$ cat src/rtl/mem_port_arbiter.sv
// Arbiter that shares one single-ported memory between instruction fetch and
// data access. One transaction can be outstanding at a time. Data has priority
// over fetch, and a streak limiter keeps fetch from being starved.
module mem_port_arbiter #(
   parameter int unsigned ADDR_W       = 32,
   parameter int unsigned DATA_W       = 32,
   parameter int unsigned STARVE_LIMIT = 4
) (
   input  logic                clk,
   input  logic                reset,
   input  logic                if_req,
   input  logic [ADDR_W-1:0]   if_addr,
   output logic                if_gnt,
   output logic                if_rvalid,
   output logic [DATA_W-1:0]   if_rdata,
   input  logic                d_req,
   input  logic                d_we,
   input  logic [ADDR_W-1:0]   d_addr,
   input  logic [DATA_W-1:0]   d_wdata,
   input  logic [DATA_W/8-1:0] d_wstrb,
   output logic                d_gnt,
   output logic                d_rvalid,
   output logic [DATA_W-1:0]   d_rdata,
   output logic                mem_req,
   output logic                mem_we,
   output logic [ADDR_W-1:0]   mem_addr,
   output logic [DATA_W-1:0]   mem_wdata,
   output logic [DATA_W/8-1:0] mem_wstrb,
   input  logic                mem_ack,
   input  logic [DATA_W-1:0]   mem_rdata,
   output logic                busy
);

   localparam int unsigned SW = $clog2(STARVE_LIMIT + 1);
   localparam logic [SW-1:0] LIMIT = SW'(STARVE_LIMIT);

   typedef enum logic [1:0] {IDLE, BUSY_I, BUSY_D} state_t;

   state_t              state_q, state_d;
   logic [SW-1:0]       streak_q, streak_d;
   logic                own_we_q, own_we_d;
   logic [DATA_W-1:0]   if_rdata_q, d_rdata_q;
   logic                slot, pick_i, pick_d;

   // State, streak, owner write flag and held read data.
   always_ff @(posedge clk or negedge reset) begin
      if (!reset) begin
         state_q    <= IDLE;
         streak_q   <= '0;
         own_we_q   <= 1'b0;
         if_rdata_q <= '0;
         d_rdata_q  <= '0;
      end else begin
         state_q    <= state_d;
         streak_q   <= streak_d;
         own_we_q   <= own_we_d;
         if_rdata_q <= if_rdata;
         d_rdata_q  <= d_rdata;
      end
   end

   // Arbitration, memory command, response routing and next state.
   always_comb begin
      state_d   = state_q;
      streak_d  = streak_q;
      own_we_d  = own_we_q;
      if_gnt    = 1'b0;
      d_gnt     = 1'b0;
      mem_req   = 1'b0;
      mem_we    = 1'b0;
      mem_addr  = '0;
      mem_wdata = '0;
      mem_wstrb = '0;
      busy      = (state_q != IDLE);

      if_rvalid = (state_q == BUSY_I) && mem_ack;
      d_rvalid  = (state_q == BUSY_D) && mem_ack;
      if_rdata  = if_rvalid ? mem_rdata : if_rdata_q;
      if (d_rvalid) d_rdata = own_we_q ? '0 : mem_rdata;
      else          d_rdata = d_rdata_q;

      // The reset term keeps the grant path quiet while reset is asserted,
      // since the state register alone would present an open IDLE slot.
      slot   = reset && ((state_q == IDLE) || mem_ack);
      pick_i = if_req && (!d_req || (streak_q == LIMIT));
      pick_d = d_req && !pick_i;

      if (slot) begin
         state_d = IDLE;
         if (pick_d) begin
            d_gnt     = 1'b1;
            mem_req   = 1'b1;
            mem_we    = d_we;
            mem_addr  = d_addr;
            mem_wdata = d_wdata;
            mem_wstrb = d_wstrb;
            own_we_d  = d_we;
            state_d   = BUSY_D;
            if (!if_req)                streak_d = '0;
            else if (streak_q != LIMIT) streak_d = streak_q + SW'(1);
         end else if (pick_i) begin
            if_gnt   = 1'b1;
            mem_req  = 1'b1;
            mem_addr = if_addr;
            own_we_d = 1'b0;
            state_d  = BUSY_I;
            streak_d = '0;
         end
      end
   end

endmodule

$ cat config.mk
export PLATFORM = sky130hd
export DESIGN_NAME = mem_port_arbiter
export DESIGN_NICKNAME = d
export VERILOG_FILES = /design/src/rtl/mem_port_arbiter.sv
export SDC_FILE = /design/constraint.sdc
export NUM_CORES = 1
export LEC_CHECK = 0
export BUFFER_PORTS_ARGS = -buffer_cell sky130_fd_sc_hd__buf_2
export CORE_AREA = 2 2 108 110
export CTS_CLUSTER_SIZE = 14
export DETAILED_ROUTE_END_ITERATION = 16
export DIE_AREA = 0 0 110 112
export PLACE_DENSITY = 0.79
export RECOVER_POWER = 50
export REMOVE_ABC_BUFFERS = 1
export SLEW_MARGIN = 25
export SYNTH_ARGS = -nofsm -noshare
export SYNTH_HDL_FRONTEND = slang
export SYNTH_SLANG_ARGS = --single-unit
$ cat constraint.sdc
create_clock -name clk -period 1.8 [get_ports clk]
set_input_delay 0 -clock clk [delete_from_list [all_inputs] [get_ports clk]]
set_output_delay 0 -clock clk [all_outputs]
set_load 0.03 [all_outputs]
==> flow_metrics.env, run 1 <==
export IMPL_drc=0
export IMPL_globalRoute_totalOverflow=0
export IMPL_power_report_internal_total_uw=5080
export IMPL_numClockSinks=70
export IMPL_synthDominantAreaCellType="sky130_fd_sc_hd__dfrtp_1"
export IMPL_timing_critical_path_to="mem_addr[11]"
export IMPL_floorplan_rows=39
export IMPL_wirelength_mm=17.0
export IMPL_worst_endpoint_arrival_ns=1.88
export IMPL_detailedPlacementHpwl_mm=9.74
export IMPL_die_height_um=112
export IMPL_drt_first_iter_violations=371
export IMPL_failed_checks="negative setup slack"
export IMPL_switching_power_of_the_nets_uw=3750
export IMPL_critPathRequiredTime_ns=1.80
export IMPL_maxCapViolations=0
export IMPL_synth_warning_count=0
export IMPL_critical_path_reg2reg_startpoint="streak_q[0]$_DFFE_PN0P_"
export IMPL_hold_path_class="input pin to asynchronous set/reset pin"
export IMPL_critical_path_class="register to output port"
export IMPL_vias_in_the_first_global_route=4121
export IMPL_core_sq_um=11200
export IMPL_clock_root_buffer="sky130_fd_sc_hd__clkbuf_16"
export IMPL_yosysTopAreaCellShare_pct=46.8
export IMPL_synthesis_area_sq_um=3740
export IMPL_timing_rr_end="state_q[1]$_DFFE_PN0P_"
export IMPL_reg2reg_slack_ns=0.32
export IMPL_netlist_instances=404
export IMPL_vias_per_cell=5.11
export IMPL_most_common_cell_after_layout_fill_and_taps_aside="sky130_fd_sc_hd__buf_2"
export IMPL_layout_cells_non_filler=872
export IMPL_final_hold_viol_count=0
export IMPL_final_setup_viol_count=38
export IMPL_final_setup_worst_slack_ns=-0.0754
export IMPL_area_growth_pct=86.0
export IMPL_status="finished with violations"
export IMPL_gp_congestion=0.891
export IMPL_cts_buffer_depth=2
export IMPL_synth_avg_cell_area_sq_um=9.27
export IMPL_grt_setup_unrepaired="yes"
export IMPL_drive_gt1_share_pct=57.3
export IMPL_p_comb_share_pct=51.4
export IMPL_place_detailed_instances=797
export IMPL_sequentialPowerShare_pct=27.2
export IMPL_design_die_area_sq_um=12300
export IMPL_h_tree_depth=3
export IMPL_io_pins=277
export IMPL_synth_ff_latch_count=70
export IMPL_yosysSeqAreaShare_pct=46.8
export IMPL_drtPass1Iterations=5
export IMPL_synth_top_flop_cell="sky130_fd_sc_hd__dfrtp_1"
export IMPL_relSlewSlack_pct=39.8
export IMPL_io_buffers=276
export IMPL_worst_ir_drop_vdd_uv=912
export IMPL_synth_async_sr_flop_share_pct=100
export IMPL_clk_pin_slew_ns=0.06
export IMPL_dieWidth_um=110
export IMPL_num_cts_buffers=9
export IMPL_fin_nets=863
export IMPL_filler_cell_count=909
export IMPL_final_cell_mix="sky130_fd_sc_hd__buf_2 (184), sky130_fd_sc_hd__dfrtp_1 (68), sky130_fd_sc_hd__nand3_1 (52), sky130_fd_sc_hd__buf_6 (49), sky130_fd_sc_hd__buf_4 (37)"
export IMPL_postRouteAntennaNets=0
export IMPL_timing_critical_path_fanout_max=16
export IMPL_clock_power_share_pct=21.5
export IMPL_timing_critical_path_to_type="output port"
export IMPL_sw_frac_of_total_pct=42.4
export IMPL_timing_reg2reg_worst_path_depth=6
export IMPL_global_route_usage_total_pct=22.6
export IMPL_initial_antenna_violation_count=1
export IMPL_final_period_utilization_pct=104
export IMPL_fmax_ghz=0.533
export IMPL_synth_top_cells_by_area="sky130_fd_sc_hd__dfrtp_1 (47%), sky130_fd_sc_hd__mux2_2 (9.0%), sky130_fd_sc_hd__nand3_1 (8.8%)"
export IMPL_initial_core_util_pct=33.5
export IMPL_power_per_cell_area_nw_per_um2=1270
export IMPL_worstSetupStartpointType="register"
export IMPL_final_max_slew_violation_count=0
export IMPL_static_leakage_power_uw=0.00345
export IMPL_clock_insertion_delay_worst_skew_ns=0.32
export IMPL_ys_types=35
export IMPL_grt_first_pass_wirelength_mm=21.1
export IMPL_final_period_minus_worst_setup_slack_ns=1.88
export IMPL_startpoint="streak_q[0]$_DFFE_PN0P_"
export IMPL_detail_route_wl_per_cell_um=19.5
export IMPL_synth_enable_flop_cells=0
export IMPL_vias=4459
export IMPL_worst_hold_slack_ns=0.0968
export IMPL_final_setup_skew_ns=0.00489
export IMPL_grt_max_degree=68
export IMPL_worstMarginPinSlew_ns=0.903
export IMPL_tritoncts="yes"
-- cell type report --
type                    instances  area (sq um)  share of cell area (%)
repair buffers                341          2580                    37.0
multi-input cells             293          2100                    30.1
flip-flops and latches         70          1750                    25.2
clock buffers                   9           225                    3.23
well taps                     143           179                    2.57
clock inverters                 7          96.3                    1.38
inverters                       8          30.0                   0.431
diodes                          1          2.50                  0.0359
-- state kept, by name (all words and copies together) (netlist names) --
signal / cells
d_rdata_q: 32
if_rdata_q: 32
streak_q: 3
state_q: 2
own_we_q: 1
-- cell usage after synthesis, types with 2 or more instances --
cell type,instances
sky130_fd_sc_hd__o2bb2ai_1,2
sky130_fd_sc_hd__nand2_1,34
sky130_fd_sc_hd__a21oi_1,32
sky130_fd_sc_hd__dfrtp_1,70
sky130_fd_sc_hd__mux2_1,2
sky130_fd_sc_hd__clkbuf_2,2
sky130_fd_sc_hd__and2_1,37
sky130_fd_sc_hd__buf_2,18
sky130_fd_sc_hd__buf_6,2
sky130_fd_sc_hd__nand2b_1,32
sky130_fd_sc_hd__inv_1,8
sky130_fd_sc_hd__nand3_1,66
sky130_fd_sc_hd__clkbuf_1,13
sky130_fd_sc_hd__o21ai_0,33
sky130_fd_sc_hd__ha_1,2
sky130_fd_sc_hd__mux2_2,30
sky130_fd_sc_hd__nand3b_1,2
sky130_fd_sc_hd__o211ai_1,2
-- worst max-delay path, stage by stage, from the launching register on --
cell,delay [ns]
sky130_fd_sc_hd__dfrtp_1,0.39
sky130_fd_sc_hd__inv_2,0.09
sky130_fd_sc_hd__ha_4,0.17
sky130_fd_sc_hd__a21bo_4,0.22
sky130_fd_sc_hd__buf_16,0.17
sky130_fd_sc_hd__nand3_1,0.10
sky130_fd_sc_hd__a21oi_1,0.20
sky130_fd_sc_hd__buf_4,0.20
-- per-layer routing --
metal | track usage, % | wire length [um]
met1 | 24.1 | 6130
met2 | 40.1 | 8770
met3 | 4.74 | 1100
met4 | 13.5 | 961
met5 | 0 | 0
-- worst min path at each step --
| stage | from | end | slack (ns) |
|---|---|---|---|
| 2_1_floorplan | reset | d_rdata_q[0]$_DFF_PN0_ | -0.30 |
| 3_3_place_gp | reset | streak_q[2]$_DFFE_PN0P_ | -0.17 |
| 3_5_place_dp | reset | streak_q[2]$_DFFE_PN0P_ | -0.17 |
| 4_1_cts | reset | state_q[1]$_DFFE_PN0P_ | 0.11 |
| 5_1_grt | reset | streak_q[2]$_DFFE_PN0P_ | 0.14 |
| 6_report | reset | streak_q[2]$_DFFE_PN0P_ | 0.1 |
-- timing repair --
action                                  4_1_cts  5_1_grt
setup buffers                                 6        7
hold buffers                                 34        0
hold endpoints to repair                     68        0
cloned                                        3        8
pin swaps                                     9       20
endpoints found under the setup margin       73      129
resized for setup                            59      228
-- cells by family after synthesis --
kind of cell / synth area share (%)
simple gates: 25.6
buf+inv: 5.48
fa+ha+maj: 0.668
flops: 46.8
mux: 9.89
compound gates: 11.5
-- stage by stage --
step	TNS, ns	total power (uW)	worst slack [ns]	cell area [sq um]	util [%]
floorplan	-57.56	4950	-0.997	3570	-
detailed placement	0	6210	0.0197	5240	46.9
finish	-0.856	8830	-0.0754	6960	62.3
global route	-5.42	9270	-0.153	6960	62.3
CTS	-0.180	8340	-0.0417	6190	55.4
global placement	0	6120	0.000741	5240	46.9
-- power by group through the flow --
stage / clock (uW) / sequential [uW] / combinational (uW)
2_1_floorplan: 0 / 2380 / 2570
3_3_place_gp: 0 / 2370 / 3750
3_5_place_dp: 0 / 2410 / 3810
4_1_cts: 1950 / 2390 / 4000
5_1_grt: 2010 / 2460 / 4800
6_report: 1900 / 2400 / 4530
Note: power is estimated with default switching activity, not from simulation.
==> inputs of run 2 (changes only) <==
--- a/config.mk
+++ b/config.mk
@@ -5,6 +5,7 @@
 export SDC_FILE = /design/constraint.sdc
 export NUM_CORES = 1
 export LEC_CHECK = 0
+export ABC_AREA = 1
 export BUFFER_PORTS_ARGS = -buffer_cell sky130_fd_sc_hd__buf_2
 export CORE_AREA = 2 2 108 110
 export CTS_CLUSTER_SIZE = 14
==> flow_metrics.env, run 2 <==
export IMPL_critical_path_n_buffers_inverters=4
export IMPL_relSlewSlack_pct=46.8
export IMPL_detailedPlacementHpwl_mm=9.67
export IMPL_wirelength_mm=18.1
export IMPL_most_common_cell_after_layout_fill_and_taps_aside="sky130_fd_sc_hd__buf_2"
export IMPL_critPathRequiredTime_ns=1.80
export IMPL_synthDominantAreaCellType="sky130_fd_sc_hd__dfrtp_1"
export IMPL_worstSetupStartpointType="register"
export IMPL_clk_pin_slew_ns=0.05
export IMPL_synthSimpleGateAreaFrac_pct=37.3
export IMPL_h_tree_depth=3
export IMPL_design_die_area_sq_um=12300
export IMPL_fmax_ghz=0.537
export IMPL_status="finished with violations"
export IMPL_final_period_minus_worst_setup_slack_ns=1.86
export IMPL_power_per_cell_area_nw_per_um2=1160
export IMPL_critPathMostFrequentCell="sky130_fd_sc_hd__nand2_2"
export IMPL_netlist_instances=522
export IMPL_synth_area_mux_share_pct=0
export IMPL_failed_checks="negative setup slack"
export IMPL_hold_path_class="input pin to register"
export IMPL_clock_root_buffer="sky130_fd_sc_hd__clkbuf_16"
export IMPL_critical_path_class="register to output port"
export IMPL_synth_async_sr_flop_share_pct=100
export IMPL_initial_antenna_violation_count=3
export IMPL_gp_congestion=0.888
export IMPL_final_max_slew_violation_count=0
export IMPL_drc=0
export IMPL_vias_per_cell=4.92
export IMPL_synth_xor_area_share_pct=0
export IMPL_worst_endpoint_arrival_ns=1.86
export IMPL_crit_path_cell_trace="inv_1 > ha_2 > nand2_2 > o21a_4 > buf_12 > clkbuf_16 > nand2_2 > nor2_1 > buf_4"
export IMPL_yosysSeqAreaShare_pct=47.0
export IMPL_grt_max_degree=60
export IMPL_io_buffers=276
export IMPL_fin_nets=989
export IMPL_io_pins=277
export IMPL_yosysTopAreaCellShare_pct=47.0
export IMPL_core_sq_um=11200
export IMPL_drt_first_iter_violations=269
export IMPL_clock_insertion_delay_worst_skew_ns=0.33
export IMPL_initial_core_util_pct=33.3
export IMPL_synthesis_area_sq_um=3730
export IMPL_drtPass1Iterations=5
export IMPL_post_route_core_utilization_pct=65.3
export IMPL_die_height_um=112
export IMPL_startpoint="streak_q[1]$_DFFE_PN0P_"
export IMPL_cts_buffer_depth=2
export IMPL_timing_setup_tns_ns=-1.46
export IMPL_synth_ff_latch_count=70
export IMPL_detailedPlace_worstSlack_ns=0.195
export IMPL_vias=4922
export IMPL_final_setup_skew_ns=0.00656
export IMPL_worst_hold_slack_ns=0.0849
export IMPL_area_growth_pct=95.8
export IMPL_static_leakage_power_uw=0.00390
export IMPL_detail_route_wl_per_cell_um=18.1
export IMPL_synth_top_cells_by_area="sky130_fd_sc_hd__dfrtp_1 (47%), sky130_fd_sc_hd__nand2_1 (19%), sky130_fd_sc_hd__nand3_1 (14%)"
export IMPL_synth_top_cells_by_count="sky130_fd_sc_hd__nand2_1 (184), sky130_fd_sc_hd__nand3_1 (101), sky130_fd_sc_hd__dfrtp_1 (70)"
export IMPL_ys_types=19
export IMPL_numClockSinks=70
export IMPL_grt_first_pass_wirelength_mm=22.2
export IMPL_worst_ir_drop_vdd_uv=1100
export IMPL_postRouteAntennaNets=0
export IMPL_num_cts_buffers=9
export IMPL_final_setup_worst_slack_ns=-0.0614
export IMPL_synth_top_flop_cell="sky130_fd_sc_hd__dfrtp_1"
export IMPL_synth_top_family_by_area="simple AND/OR/NAND/NOR gates"
export IMPL_final_setup_viol_count=59
export IMPL_drive_gt1_share_pct=52.6
export IMPL_layout_top_registers="d_rdata_q: 32 flops, if_rdata_q: 32 flops, streak_q: 3 flops"
export IMPL_timing_critical_path_to_type="output port"
export IMPL_final_hold_viol_count=0
export IMPL_vias_in_the_first_global_route=4353
export IMPL_floorplan_rows=39
export IMPL_final_cell_mix="sky130_fd_sc_hd__buf_2 (172), sky130_fd_sc_hd__nand2_1 (130), sky130_fd_sc_hd__buf_4 (78), sky130_fd_sc_hd__nand3_1 (74), sky130_fd_sc_hd__dfrtp_1 (70)"
export IMPL_globalRoute_totalOverflow=0
export IMPL_maxCapViolations=0
export IMPL_cp_slowest_stage_delay_ns=0.41
export IMPL_timing_critical_path_fanout_max=8
export IMPL_synth_avg_cell_area_sq_um=7.14
export IMPL_tritoncts="yes"
export IMPL_critical_path_top_delay_family="buffers and inverters"
export IMPL_worstMarginPinSlew_ns=0.799
export IMPL_slowest_stage="sky130_fd_sc_hd__dfrtp_1"
export IMPL_synth_enable_flop_cells=0
export IMPL_synth_compound_gate_area_share_pct=4.77
export IMPL_post_synth_fa_ha_maj_area_fraction_pct=0.672
export IMPL_library_cell_with_the_highest_instance_count_after_synthesis="sky130_fd_sc_hd__nand2_1"
export IMPL_critical_path_reg2reg_startpoint="streak_q[1]$_DFFE_PN0P_"
export IMPL_final_period_utilization_pct=103
export IMPL_worst_hold_startpoint="if_req"
export IMPL_synth_warning_count=0
export IMPL_grt_setup_unrepaired="yes"
export IMPL_dieWidth_um=110
export IMPL_global_route_usage_total_pct=23.6
-- run 2: cell count changes after synthesis, moves of 6 or more --
cell,change
sky130_fd_sc_hd__nor2_1,+41
sky130_fd_sc_hd__and2_1,-37
sky130_fd_sc_hd__o21ai_0,-30
sky130_fd_sc_hd__nand2b_1,-32
sky130_fd_sc_hd__nand3_1,+35
sky130_fd_sc_hd__a21oi_1,-32
sky130_fd_sc_hd__buf_2,+7
sky130_fd_sc_hd__inv_1,+35
sky130_fd_sc_hd__o21ai_1,+31
sky130_fd_sc_hd__nand2_1,+150
sky130_fd_sc_hd__mux2_2,-30
sky130_fd_sc_hd__clkbuf_1,-6
-- run 2: power by group --
part	internal (uW)	leakage, uW	switching, uW
Combinational	1520	0.00287	2870
Sequential	2160	0.000887	157
Clock	1150	0.000146	617
-- run 2: cell type report --
| cell class | count | area, sq um |
|---|---|---|
| Inverter | 46 | 186 |
| Antenna cell | 3 | 7.51 |
| Clock inverter | 3 | 42.5 |
| Tap cell | 143 | 179 |
| Fill cell | 913 | 3880 |
| Multi-Input combinational cell | 368 | 2000 |
| Clock buffer | 13 | 260 |
| Sequential cell | 70 | 1750 |
| Timing Repair Buffer | 354 | 2860 |
-- run 2: final timing paths --
path / cells after the start / to / slack (ns)
max: 9 / mem_wdata[29] / -0.06
max reg2reg: 8 / state_q[1]$_DFFE_PN0P_ / 0.32
min reg2reg: 2 / if_rdata_q[13]$_DFF_PN0_ / 0.47
min: 3 / state_q[0]$_DFFE_PN0P_ / 0.08
min in group asynchronous: 3 / if_rdata_q[4]$_DFF_PN0_ / 0.23
max in group asynchronous: 4 / streak_q[2]$_DFFE_PN0P_ / 0.50
-- run 2: cell families (layout without fill, tap and decap cells) --
| group | count (synthesis) | after routing |
|---|---|---|
| AOI/OAI and AO/OA | 35 | 35 |
| other | 0 | 3 |
| adders and majority gates | 2 | 2 |
| and+or+nand+nor | 331 | 331 |
| DFF | 70 | 70 |
| buffers and inverters | 84 | 416 |
-- run 2: metal layers --
metal / routed length, um / vias up / part of all wire [%] / GRT usage [%]
met5: 0 / - / 0 / 0
met4: 775 / 0 / 4.3 / 10.2
met3: 1400 / 52 / 7.7 / 7.90
met2: 9480 / 245 / 52 / 41.7
met1: 6420 / 2316 / 36 / 25.1
li1: - / 2309 / - / -
-- run 2: timing repair --
action,4_1_cts,5_1_grt
pin swaps,4,28
endpoints found under the setup margin,111,135
hold buffers,34,0
hold endpoints to repair,73,0
gates resized for setup,74,243
buffers inserted,2,12
cloned,7,13
-- run 2: worst register-to-register path, cell delays in order, from the launching register on --
cell and delay [ns]:
sky130_fd_sc_hd__dfrtp_1 0.41, sky130_fd_sc_hd__inv_1 0.07, sky130_fd_sc_hd__ha_2 0.17, sky130_fd_sc_hd__nand2_2 0.06, sky130_fd_sc_hd__o21a_4 0.22, sky130_fd_sc_hd__buf_12 0.15, sky130_fd_sc_hd__clkbuf_16 0.17, sky130_fd_sc_hd__nand2_4 0.06
sky130_fd_sc_hd__o21ai_1 0.06
-- run 2: metrics by stage --
step | area [sq um] | std cells | total power [uW]
final | 7300 | 1000 | 8470
after global routing | 7300 | 1000 | 8910
after CTS | 6260 | 972 | 7900
after detailed placement | 5220 | 913 | 5870
after global placement | 5220 | 913 | 5810
after floorplan | 3520 | 484 | 4690
